==> src/rtl/verificar_pin.sv <==
// Lock controller: checks submitted 4-digit PINs against a stored password.
// Also tracks consecutive failures, runs a timed lockout and supports password reprogramming.
module verificar_pin #(
   parameter logic [15:0] SENHA_PADRAO   = 16'h1234,
   parameter int          MAX_TENTATIVAS = 3,
   parameter logic [31:0] TEMPO_ABERTO   = 32'd50_000_000,
   parameter logic [31:0] TEMPO_BLOQUEIO = 32'd500_000_000
) (
   input  logic        clk,
   input  logic        rst,
   input  logic [16:0] pin_in,
   input  logic        prog_req,
   output logic        tranca_aberta,
   output logic        bloqueado,
   output logic        programando,
   output logic        ok_pulse,
   output logic        erro_pulse,
   output logic [3:0]  tentativas
);

   // pinPac_t layout: {status, digit1 (last entered), digit2, digit3, digit4 (first entered)}
   typedef struct packed {
      logic       status;
      logic [3:0] digit1;
      logic [3:0] digit2;
      logic [3:0] digit3;
      logic [3:0] digit4;
   } pinPac_t;

   localparam logic [1:0] TRANCADO    = 2'd0;
   localparam logic [1:0] ABERTO      = 2'd1;
   localparam logic [1:0] PROGRAMANDO = 2'd2;
   localparam logic [1:0] BLOQUEADO   = 2'd3;

   localparam logic [4:0]  MAX_T       = 5'(MAX_TENTATIVAS);
   localparam logic [31:0] RECARGA_AB  = TEMPO_ABERTO - 32'd1;
   localparam logic [31:0] RECARGA_BLQ = TEMPO_BLOQUEIO - 32'd1;

   pinPac_t     pin;
   logic [15:0] pin_valor;
   logic        incompleto;
   logic        expirou;
   logic [4:0]  tent_inc;

   logic [1:0]  state, state_n;
   logic [31:0] timer, timer_n;
   logic [15:0] senha, senha_n;
   logic [3:0]  tent_n;
   logic        ok_n, erro_n;

   assign pin        = pin_in;
   assign pin_valor  = {pin.digit4, pin.digit3, pin.digit2, pin.digit1};
   assign incompleto = (pin.digit1 == 4'hA) || (pin.digit2 == 4'hA) ||
                       (pin.digit3 == 4'hA) || (pin.digit4 == 4'hA);
   assign expirou    = (timer == 32'd0);
   assign tent_inc   = {1'b0, tentativas} + 5'd1;

   always_comb begin
      // NOTE: every variable gets a default before the case so no path leaves it unassigned (no latch).
      state_n = state;
      timer_n = expirou ? timer : timer - 32'd1;
      senha_n = senha;
      tent_n  = tentativas;
      ok_n    = 1'b0;
      erro_n  = 1'b0;

      case (state)
         TRANCADO: begin
            if (pin.status) begin
               if (incompleto) begin
                  erro_n = 1'b1;
               end else if (pin_valor == senha) begin
                  state_n = ABERTO;
                  timer_n = RECARGA_AB;
                  tent_n  = 4'd0;
                  ok_n    = 1'b1;
               end else begin
                  erro_n = 1'b1;
                  if (tent_inc >= MAX_T) begin
                     state_n = BLOQUEADO;
                     timer_n = RECARGA_BLQ;
                     tent_n  = 4'd0;
                  end else begin
                     tent_n = tent_inc[3:0];
                  end
               end
            end
         end

         ABERTO: begin
            // Reprogram request takes priority over the open window expiring.
            if (prog_req) begin
               state_n = PROGRAMANDO;
               timer_n = RECARGA_AB;
            end else if (expirou) begin
               state_n = TRANCADO;
            end
         end

         PROGRAMANDO: begin
            if (expirou) begin
               state_n = TRANCADO;
            end else if (pin.status) begin
               if (incompleto) begin
                  erro_n = 1'b1;
               end else begin
                  senha_n = pin_valor;
                  ok_n    = 1'b1;
                  state_n = TRANCADO;
                  timer_n = 32'd0;
               end
            end
         end

         BLOQUEADO: begin
            if (expirou) state_n = TRANCADO;
         end

         default: state_n = TRANCADO;
      endcase
   end

   // NOTE: sequential state uses non-blocking assignments so all registers update from pre-edge values.
   always_ff @(posedge clk or posedge rst) begin
      if (rst) begin
         state      <= TRANCADO;
         timer      <= 32'd0;
         senha      <= SENHA_PADRAO;
         tentativas <= 4'd0;
         ok_pulse   <= 1'b0;
         erro_pulse <= 1'b0;
      end else begin
         state      <= state_n;
         timer      <= timer_n;
         senha      <= senha_n;
         tentativas <= tent_n;
         ok_pulse   <= ok_n;
         erro_pulse <= erro_n;
      end
   end

   assign tranca_aberta = (state == ABERTO);
   assign programando   = (state == PROGRAMANDO);
   assign bloqueado     = (state == BLOQUEADO);

endmodule

==> config.mk <==
export PLATFORM = sky130hd
export DESIGN_NAME = verificar_pin
export DESIGN_NICKNAME = d
export VERILOG_FILES = /design/src/rtl/verificar_pin.sv
export SDC_FILE = /design/constraint.sdc
export NUM_CORES = 1
export LEC_CHECK = 0
export CAP_MARGIN = 10
export CORE_MARGIN = 8
export CORE_UTILIZATION = 55
export CTS_BUF_LIST = sky130_fd_sc_hd__clkbuf_2 sky130_fd_sc_hd__clkbuf_4 sky130_fd_sc_hd__clkbuf_8
export CTS_CLUSTER_DIAMETER = 150
export DETAILED_ROUTE_END_ITERATION = 10
export PLACE_DENSITY = 0.79
export REMOVE_ABC_BUFFERS = 1
export SLEW_MARGIN = 20
export SYNTH_ARGS = -nofsm -noshare
export SYNTH_HDL_FRONTEND = slang
export SYNTH_SLANG_ARGS = --single-unit
==> constraint.sdc <==
create_clock -name clk -period 3.74 [get_ports clk]
set_input_delay 0.561 -clock clk [delete_from_list [all_inputs] [get_ports clk]]
set_output_delay 0.561 -clock clk [all_outputs]
set_load 0.03 [all_outputs]
* Word-level counts from Yosys, hierarchy flattened
Cells that the tools add are included.
** Word-level totals
- Bits of input ports :: 20
- Flip-flop bits (word level) :: 56
** Operators by class
- Add/subtract/negate cells :: 2
- Bitwise gates (word level) :: 2
- Multiplexer cells :: 36
- Reductions and logical operators :: 8
- Equality and inequality tests :: 13
- Magnitude comparators :: 1
** Operator list (count)
- $mux W32 :: 9
- $pmux W32 S3 :: 1
- $logic_not A32 Y1 :: 1
- $sub A32 B1 Y32 const B :: 1
- $mux W2 :: 9
- $eq A16 B16 Y1 :: 1
- $eq A4 B4 Y1 const B :: 4
- $mux W1 :: 12
- $mux W4 :: 2
- $pmux W2 S4 :: 1
- $ne A3 B2 Y1 const B :: 2
- $add A4 B1 Y5 const B :: 1
- $ge A5 B2 Y1 const B :: 1
- $reduce_and A5 Y1 :: 1
- $eq A2 B2 Y1 const B :: 2
- $ne A2 B2 Y1 const B :: 2
- $pmux W1 S2 :: 2
- $reduce_and A4 Y1 :: 1
- $logic_or A1 B1 Y1 :: 3
- $ne A3 B3 Y1 const B :: 1
- $reduce_and A3 Y1 :: 1
- $eq A2 B1 Y1 const B :: 1
- $logic_not A2 Y1 :: 1
- $not A1 Y1 :: 2

* Longest topological paths before layout
Gate-level depths: netlist of run 1.
- Word-level depth :: 8
- Mapped depth :: 10

* Least setup slack after synthesis of run 1
Ideal clock, no wire load.
- Path kind :: register -> register
- Start point :: register timer[2]
- End point :: register senha[0]
- Cell stages (with the launch flop) :: 9
- Arrival :: 2.492 ns
- Buffers on the path :: 2
- Required time :: 3.624 ns
- Path slack :: 1.132 ns
- Cells stage by stage :: dfrtp_1 > or4_4 > or4_4 > or4_4 > and3_1 > buf_6 > buf_6 > nand2_1 > nand2_1
** Between the ends
- Word-level cells in the longest chain between the ends :: 3
** Ends and longest elaborated chain
- start, declared :: line 46 : logic [31:0] timer, timer_n;
- start signal, assigned :: line 134 : timer <= timer_n;
- $logic_not A32 Y1 :: line 55 : assign expirou = (timer == 32'd0);
- $not A1 Y1 (no source line)
- $reduce_and A4 Y1 (no source line)
- end signal, assigned :: line 135 : senha <= senha_n;
- end, declared :: line 47 : logic [15:0] senha, senha_n;
No other way between the ends.
A chain may end at the register's enable or synchronous reset.

* Worst setup path in the final report of run 1
- Start point :: register timer[2]
- End point :: register timer[22]
** Between the ends
- Word-level cells in the longest chain between the ends :: 7
** Ends and longest elaborated chain
- $sub A32 B1 Y32 / $logic_not A32 Y1 (equally long branches) :: line 61, 55
- $mux W32 :: line 61 : timer_n = expirou ? timer : timer - 32'd1;
- $mux W32 :: line 79 : if (tent_inc >= MAX_T) begin
- $mux W32 :: line 72 : end else if (pin_valor == senha) begin
- $mux W32 :: line 70 : if (incompleto) begin
- $mux W32 :: line 69 : if (pin.status) begin
- $pmux W32 S3 * :: line 67 : case (state)
- named net timer_n[22] :: line 46
Mark *: on every way through the listed nets, which the timed path passes. The rest lies on a longest branch.

==> results of run 1 <==
cells in the final DEF (no fill, tap or decap), types with 2 or more instances in the layout:
| cell | netlist | layout |
|---|---|---|
| or4_1 | 3 | 3 |
| nor4bb_1 | 3 | 3 |
| nor3_1 | 9 | 9 |
| nor2b_1 | 5 | 5 |
| nand3_1 | 6 | 6 |
| a22o_1 | 2 | 2 |
| and2_1 | 3 | 3 |
| nand3b_1 | 2 | 2 |
| a21oi_1 | 22 | 22 |
| xnor2_1 | 34 | 34 |
| o21ai_0 | 15 | 15 |
| buf_4 | 0 | 3 |
| o31ai_1 | 2 | 2 |
| nand2_1 | 66 | 66 |
| nand4_1 | 4 | 4 |
| clkbuf_8 | 0 | 5 |
| and3b_1 | 2 | 2 |
| nor2_1 | 23 | 23 |
| dfrtp_1 | 51 | 51 |
| clkdlybuf4s50_1 | 0 | 28 |
| and4_1 | 2 | 2 |
| xor2_1 | 9 | 9 |
| and3_1 | 2 | 2 |
| nor4_1 | 12 | 12 |
| inv_1 | 5 | 4 |
| dfstp_2 | 5 | 5 |
| nand2b_1 | 3 | 3 |
| or3_1 | 6 | 6 |
| ha_1 | 3 | 3 |
| or4_4 | 3 | 3 |
| a31oi_1 | 3 | 3 |
cell usage after synthesis, drive strengths merged (2+ instances only):
master and count:
nor3 9, dfrtp 51, o21ai 15, nand2 66
and4 2, a22o 2, nor4bb 3, or4 6
nand2b 3, nor2 23, xor2 9, a31oi 3
buf 5, dfstp 5, clkbuf 5, a21oi 22
xnor2 34, nand4 4, nor4 13, ha 3
nor2b 5, o31ai 2, and3b 2, nand3 7
or3 6, and2 3, a211oi 2, nand3b 2
inv 5, and3 2
through the flow:
step / utilization [%] / hold slack, ps / power, mW
2_1_floorplan: - / 446 / 1.82
3_3_place_gp: 62.0 / 453 / 2.09
3_5_place_dp: 62.0 / 455 / 2.12
4_1_cts: 64.1 / 471 / 2.51
5_1_grt: 64.1 / 478 / 2.71
6_report: 64.1 / 470 / 2.52
state kept, by name (all words and copies together), names as in the netlist:
signal	cells
ok_pulse	1
erro_pulse	1
tentativas	4
senha	16
state	2
timer	32
layer usage:
layer  routed length (um)  up-vias
met4                   92        0
li1                     -     1193
met1                 3040     1158
met3                  253        7
met5                    0        -
met2                 2990       51
cell families after synthesis:
family	share of synthesized area (%)
buf+inv	2.69
simple gates	27.8
flops	46.6
xor+xnor	12.5
compound gates	9.27
fa+ha+maj	1.24
layout make-up:
type / count / area share [%]
Clock buffer: 5 / 1.99
Timing Repair Buffer: 31 / 8.74
Tap cell: 72 / 2.60
Multi-Input combinational cell: 257 / 44.3
Clock inverter: 3 / 1.23
Inverter: 5 / 0.542
Sequential cell: 56 / 40.6
power groups by stage:
stage / combinational [mW] / clock, mW / sequential [mW]
floorplan: 0.747 / 0 / 1.07
global placement: 0.995 / 0 / 1.09
detailed placement: 1.02 / 0 / 1.10
CTS: 1.02 / 0.401 / 1.09
global route: 1.15 / 0.422 / 1.13
finish: 1.02 / 0.398 / 1.10
how the worst max path moves through the flow:
stage	startpoint	to	slack (ps)
5_1_grt	timer[2]	timer[22]	550
4_1_cts	timer[2]	timer[22]	680
3_3_place_gp	pin_in[5]	senha[2]	680
2_1_floorplan	timer[2]	senha[0]	1010
6_report	timer[2]	timer[22]	710
3_5_place_dp	pin_in[7]	senha[10]	640
worst reg2reg max path, delay by kind of cell (launching register included):
kind	cells	cell delay (ps)
simple gates	4	2240
flops	1	430
compound gates	1	290
==> run summary, run 1 <==
Crit path buf inv count -> 0
Gate Count Post-Synth -> 328
RSZ-0062 raised after global routing -> false
GR Layer Usage met2 -> 25.4%
Reg-to-Reg End -> timer[22]
CP Launch Type -> flop
Final instance area -> 3460 um2
Filler cell count -> 458
Die span in x -> 90.1 um
Dpl hpwl -> 4.63 mm
Post-synth top flop -> dfrtp_1
Die Y -> 90.1 um
# port buffers -> 28
GRT overflow -> 0
Crit path top cell by count -> or4_4
WL/cell -> 14.9 um
Core Region -> 5410 um2
CP arrival -> 3260 ps
Cts hold-fix bufs -> 0
Root Driver -> clkbuf_8
First-pass iteration count of the detailed router -> 4
H-tree depth reported by CTS -> 2
Cell internal pwr -> 1.51 mW
Number of global-route vias before repair -> 2,350
Share of power burned in registers -> 43.6%
Worst EP required -> 3960 ps
Setup Viol. Count Final -> 0
Routing usage on met3 -> 3.41%
Vias per inst -> 5.62
Setup crit end kind -> flop
Clock sinks -> 56
FF-to-FF setup slack -> 710 ps
Total track usage -> 16.2%
CP Cell Sequence -> or4_4 > or4_4 > or4_4 > and3_1 > a31oi_1
Worst setup margin -> 706 ps
Status -> complete, no violations
Final cell count without fillers -> 429
Post-synth ARST share -> 100%
EDFF count, synth -> 0
Slew Viols, Final -> 0
CTS Buffer Depth -> 2
Period utilization -> 81.1%
# placed instances -> 421
FF+latch area -> 1410 um2
Final wirelength -> 6.38 mm
Worst slack at placement -> 635 ps
Number of synthesis warnings -> 0
Clock Skew -> 7.44 ps
Total Nets Final -> 379
CTS Buf Count -> 5
Worst R2R Start -> timer[2]
Placement-stage cell area -> 3350 um2
Post-CTS Setup Inserts -> 0
Worst-Skew Late Latency -> 310 ps
DR vias -> 2,409
Max cap viols -> 0
Initial antenna violation count -> 0
Global route hottest layer -> met2
Fraction of layout cells with a size suffix above 1 -> 6.72%
Post-Syn Area -> 3020 um2
Min-Delay Path Class -> flop to flop
Reg clk slew, reported paths -> 100 ps
Sw frac -> 40.1%
Cell family with most CP delay -> simple AND/OR/NAND/NOR gates
Total negative slack -> 0 ps
Top-area cell type share of the netlist area -> 42.2%
Multi-input combinational cell area -> 1530 um2
Logic pwr share -> 40.6%
M1 GR Usage -> 21.4%
First-pass GRT wire length -> 11.1 mm
Pwr dens -> 727 nW/um2
Die area -> 8120 um2
CTS tree -> yes
Max stage delay on crit path -> 570 ps
Hold Path Sink -> senha[5]
Synth area leader -> dfrtp_1
Row count -> 27
Leak -> 1.43 nW
FMAX -> 330 MHz
Yosys reg bits -> 56
Largest net degree at the start of global routing -> 33
R2R depth -> 5
Iter 0 DRT Violations -> 158
Worst Path Max Fanout -> 28
Min-delay src -> senha[5]
Yosys cell types -> 44
Clock power frac -> 15.8%
Initial Utilization -> 55.9%
Max_slew headroom -> 35.9%
Residual DRC count -> 0
WS Path Type -> flop to flop
Endpoints failing hold -> 0
Gpl congestion -> 0.832
Largest cells by area after synthesis -> dfrtp_1, xnor2_1, nand2_1, dfstp_2, a21oi_1
Worst VDD drop -> 496 uV
Hold path cells -> 2
Switching pwr -> 1.01 mW
Diodes inserted -> 0
Min Tclk post-route -> 3030 ps
CTS resizes -> 0
Tightest Pin Transition -> 961 ps
Post-synthesis sequential area ratio -> 46.6%
DRT antenna net count -> 0
Mean Syn Cell Area -> 9.22 um2
I/O pin total -> 29
Area delta synth->final -> 14.6%
Cell depth of the worst setup path -> 5
Max stage delay cell, worst path -> or4_4
Note: power is estimated with default switching activity, not from simulation.
==> run 2, diff against run 1 <==
--- a/config.mk
+++ b/config.mk
@@ -7,11 +7,11 @@
 export LEC_CHECK = 0
 export CAP_MARGIN = 10
 export CORE_MARGIN = 8
-export CORE_UTILIZATION = 55
+export CORE_UTILIZATION = 53
 export CTS_BUF_LIST = sky130_fd_sc_hd__clkbuf_2 sky130_fd_sc_hd__clkbuf_4 sky130_fd_sc_hd__clkbuf_8
 export CTS_CLUSTER_DIAMETER = 150
 export DETAILED_ROUTE_END_ITERATION = 10
-export PLACE_DENSITY = 0.79
+export PLACE_DENSITY = 0.8
 export REMOVE_ABC_BUFFERS = 1
 export SLEW_MARGIN = 20
 export SYNTH_ARGS = -nofsm -noshare
==> constraint.sdc (replaced) <==
create_clock -name clk -period 2.5 [get_ports clk]
set_input_delay 0.375 -clock clk [delete_from_list [all_inputs] [get_ports clk]]
set_output_delay 0.375 -clock clk [all_outputs]
set_load 0.03 [all_outputs]
==> run summary, run 2 (synthesis gave the netlist of run 1 again) <==
Status -> complete, but fails checks
Failing checks -> negative setup slack
Crit path top cell by count -> or4_4
Min-Delay Path Class -> primary input to asynchronous set/reset pin
DR vias -> 2,656 (+10%)
Core Region -> 5510 um2 (+1.9%)
WS Path Type -> flop to flop
First-pass GRT wire length -> 12.3 mm (+11%)
Commonest non-fill, non-tap cell in the layout -> nand2_1
Worst VDD drop -> 896 uV (+81%)
Final wirelength -> 7.24 mm (+14%)
Largest net degree at the start of global routing -> 52 (+58%)
Clock Skew -> 10.3 ps (+2.88 ps)
Largest register FFs -> 32 (unchanged)
Period utilization -> 107% (+26 points)
I/O pin total -> 29 (unchanged)
# placed instances -> 460 (+9.3%)
Initial antenna violation count -> 0 (unchanged)
FMAX -> 374 MHz (+14%)
First-pass iteration count of the detailed router -> 4 (unchanged)
Slew Viols, Final -> 0 (unchanged)
Max stage delay on crit path -> 580 ps (about the same)
Cts hold-fix bufs -> 0 (unchanged)
# port buffers -> 28 (unchanged)
CP arrival -> 2920 ps (-340 ps)
Min Tclk post-route -> 2670 ps (-363 ps)
Max_slew headroom -> 53.2% (+17 points)
Total track usage -> 17.7% (+1.5 points)
Dpl hpwl -> 5.06 mm (+9.4%)
CP Launch Type -> flop
Die Y -> 91.5 um (+1.5%)
H-tree depth reported by CTS -> 2 (unchanged)
Residual DRC count -> 0 (unchanged)
Setup crit end kind -> flop
Worst setup margin -> -171 ps (-877 ps)
CP Cell Sequence -> or3_4 > or4_4 > or4_4 > a211oi_4 > a21oi_4 > o21ai_1
Initial Utilization -> 54.9% (-1.0 points)
Max cap viols -> 0 (unchanged)
Endpoints failing hold -> 0 (unchanged)
Placement-stage cell area -> 3680 um2 (+9.9%)
Total Nets Final -> 421 (+11%)
Root Driver -> clkbuf_8
Row count -> 27 (unchanged)
Iter 0 DRT Violations -> 196 (+24%)
Number of global-route vias before repair -> 2,685 (+14%)
Crit path buf inv count -> 0 (unchanged)
Area delta synth->final -> 30.3%
Fraction of layout cells with a size suffix above 1 -> 22.3% (+16 points)
Setup Viol. Count Final -> 31 (+31)
Power, Total -> 4.13 mW (+64%)
CTS Buf Count -> 5 (unchanged)
GRT overflow -> 0 (unchanged)
Cell family with most CP delay -> simple AND/OR/NAND/NOR gates
DRT antenna net count -> 0 (unchanged)
Vias per inst -> 5.64 (+0.42%)
Tightest Pin Transition -> 699 ps (-262 ps)
Reg clk slew, reported paths -> 110 ps (about the same)
Clock sinks -> 56 (unchanged)
Die area -> 8380 um2 (+3.1%)
Gpl congestion -> 0.910 (+9.5%)
Most frequent cells in the layout -> nand2_1, dfrtp_1, buf_4, xnor2_1, clkdlybuf4s50_1
Pwr dens -> 1050 nW/um2 (+44%)
CTS Buffer Depth -> 2 (unchanged)
Max stage delay cell, worst path -> or4_4
Leak -> 1.65 nW (+15%)
Final cell count without fillers -> 471 (+9.8%)
RSZ-0062 raised after global routing -> true
Diodes inserted -> 0 (unchanged)
CTS tree -> yes
Worst Path Max Fanout -> 8 (-71%)
Top reg by flops -> timer
WL/cell -> 15.4 um (+3.4%)
Worst EP required -> 2750 ps (-1210 ps)
Die span in x -> 91.5 um (+1.5%)
Final instance area -> 3940 um2 (+14%)
Worst-Skew Late Latency -> 320 ps (about the same)
Regs by FF count -> timer: 32 flops, senha: 16 flops, tentativas: 4 flops
run 2: changes by cell type in the layout (fill, tap and decap cells not counted), moves of 4 or more:
cell	previous run	this run
o21ai_0	15	8
o21ai_1	0	7
a21oi_2	0	4
buf_4	3	41
a21oi_1	22	15
run 2: final cells by class:
cell class,count,area (um2)
multi-input cells,257,1680
clock buffers,5,68.8
flip-flops and latches,56,1410
inverters,5,18.8
well taps,72,90.1
repair buffers,73,651
clock inverters,3,22.5
fillers,380,1570
run 2: path summary, 6_finish.rpt:
check,end,slack [ps],startpoint,depth (start not counted)
max in group asynchronous,senha[5],1690,rst,3
min in group clk,senha[12],470,senha[12],2
setup / recovery,timer[18],-170,timer[14],6
hold reg to reg,senha[12],470,senha[12],2
setup reg to reg,timer[18],-170,timer[14],6
hold / removal,senha[14],260,rst,2
run 2: metal layers:
| layer | share of wire (%) | wire [um] | global-route usage [%] |
|---|---|---|---|
| met1 | 43 | 3150 | 22.0 |
| met2 | 50 | 3620 | 30.1 |
| met3 | 5.2 | 379 | 4.28 |
| met4 | 1.4 | 99 | 4.09 |
| met5 | 0 | 0 | 0 |
run 2: power by group:
part	internal [mW]	switching (mW)	total, mW
Sequential	1.29	0.335	1.63
Clock	0.202	0.316	0.518
Combinational	0.921	1.06	1.98
Total	2.42	1.71	4.13
run 2: through the flow:
step           hold slack (ps)  util, %  worst slack (ps)  setup TNS [ps]
4_1_cts                    266     69.4              -118           -3450
5_1_grt                    267     71.6              -302           -7790
3_3_place_gp               451     66.9              -149           -3110
2_1_floorplan              446        -              -227           -7840
3_5_place_dp               457     66.9              -198           -5390
6_report                   261     71.6              -171           -2270
run 2: repair_timing:
action                                  4_1_cts  5_1_grt
pin swaps                                     1       24
resized for setup                            12       29
endpoints found under the setup margin       48       50
buffers inserted                              1        3
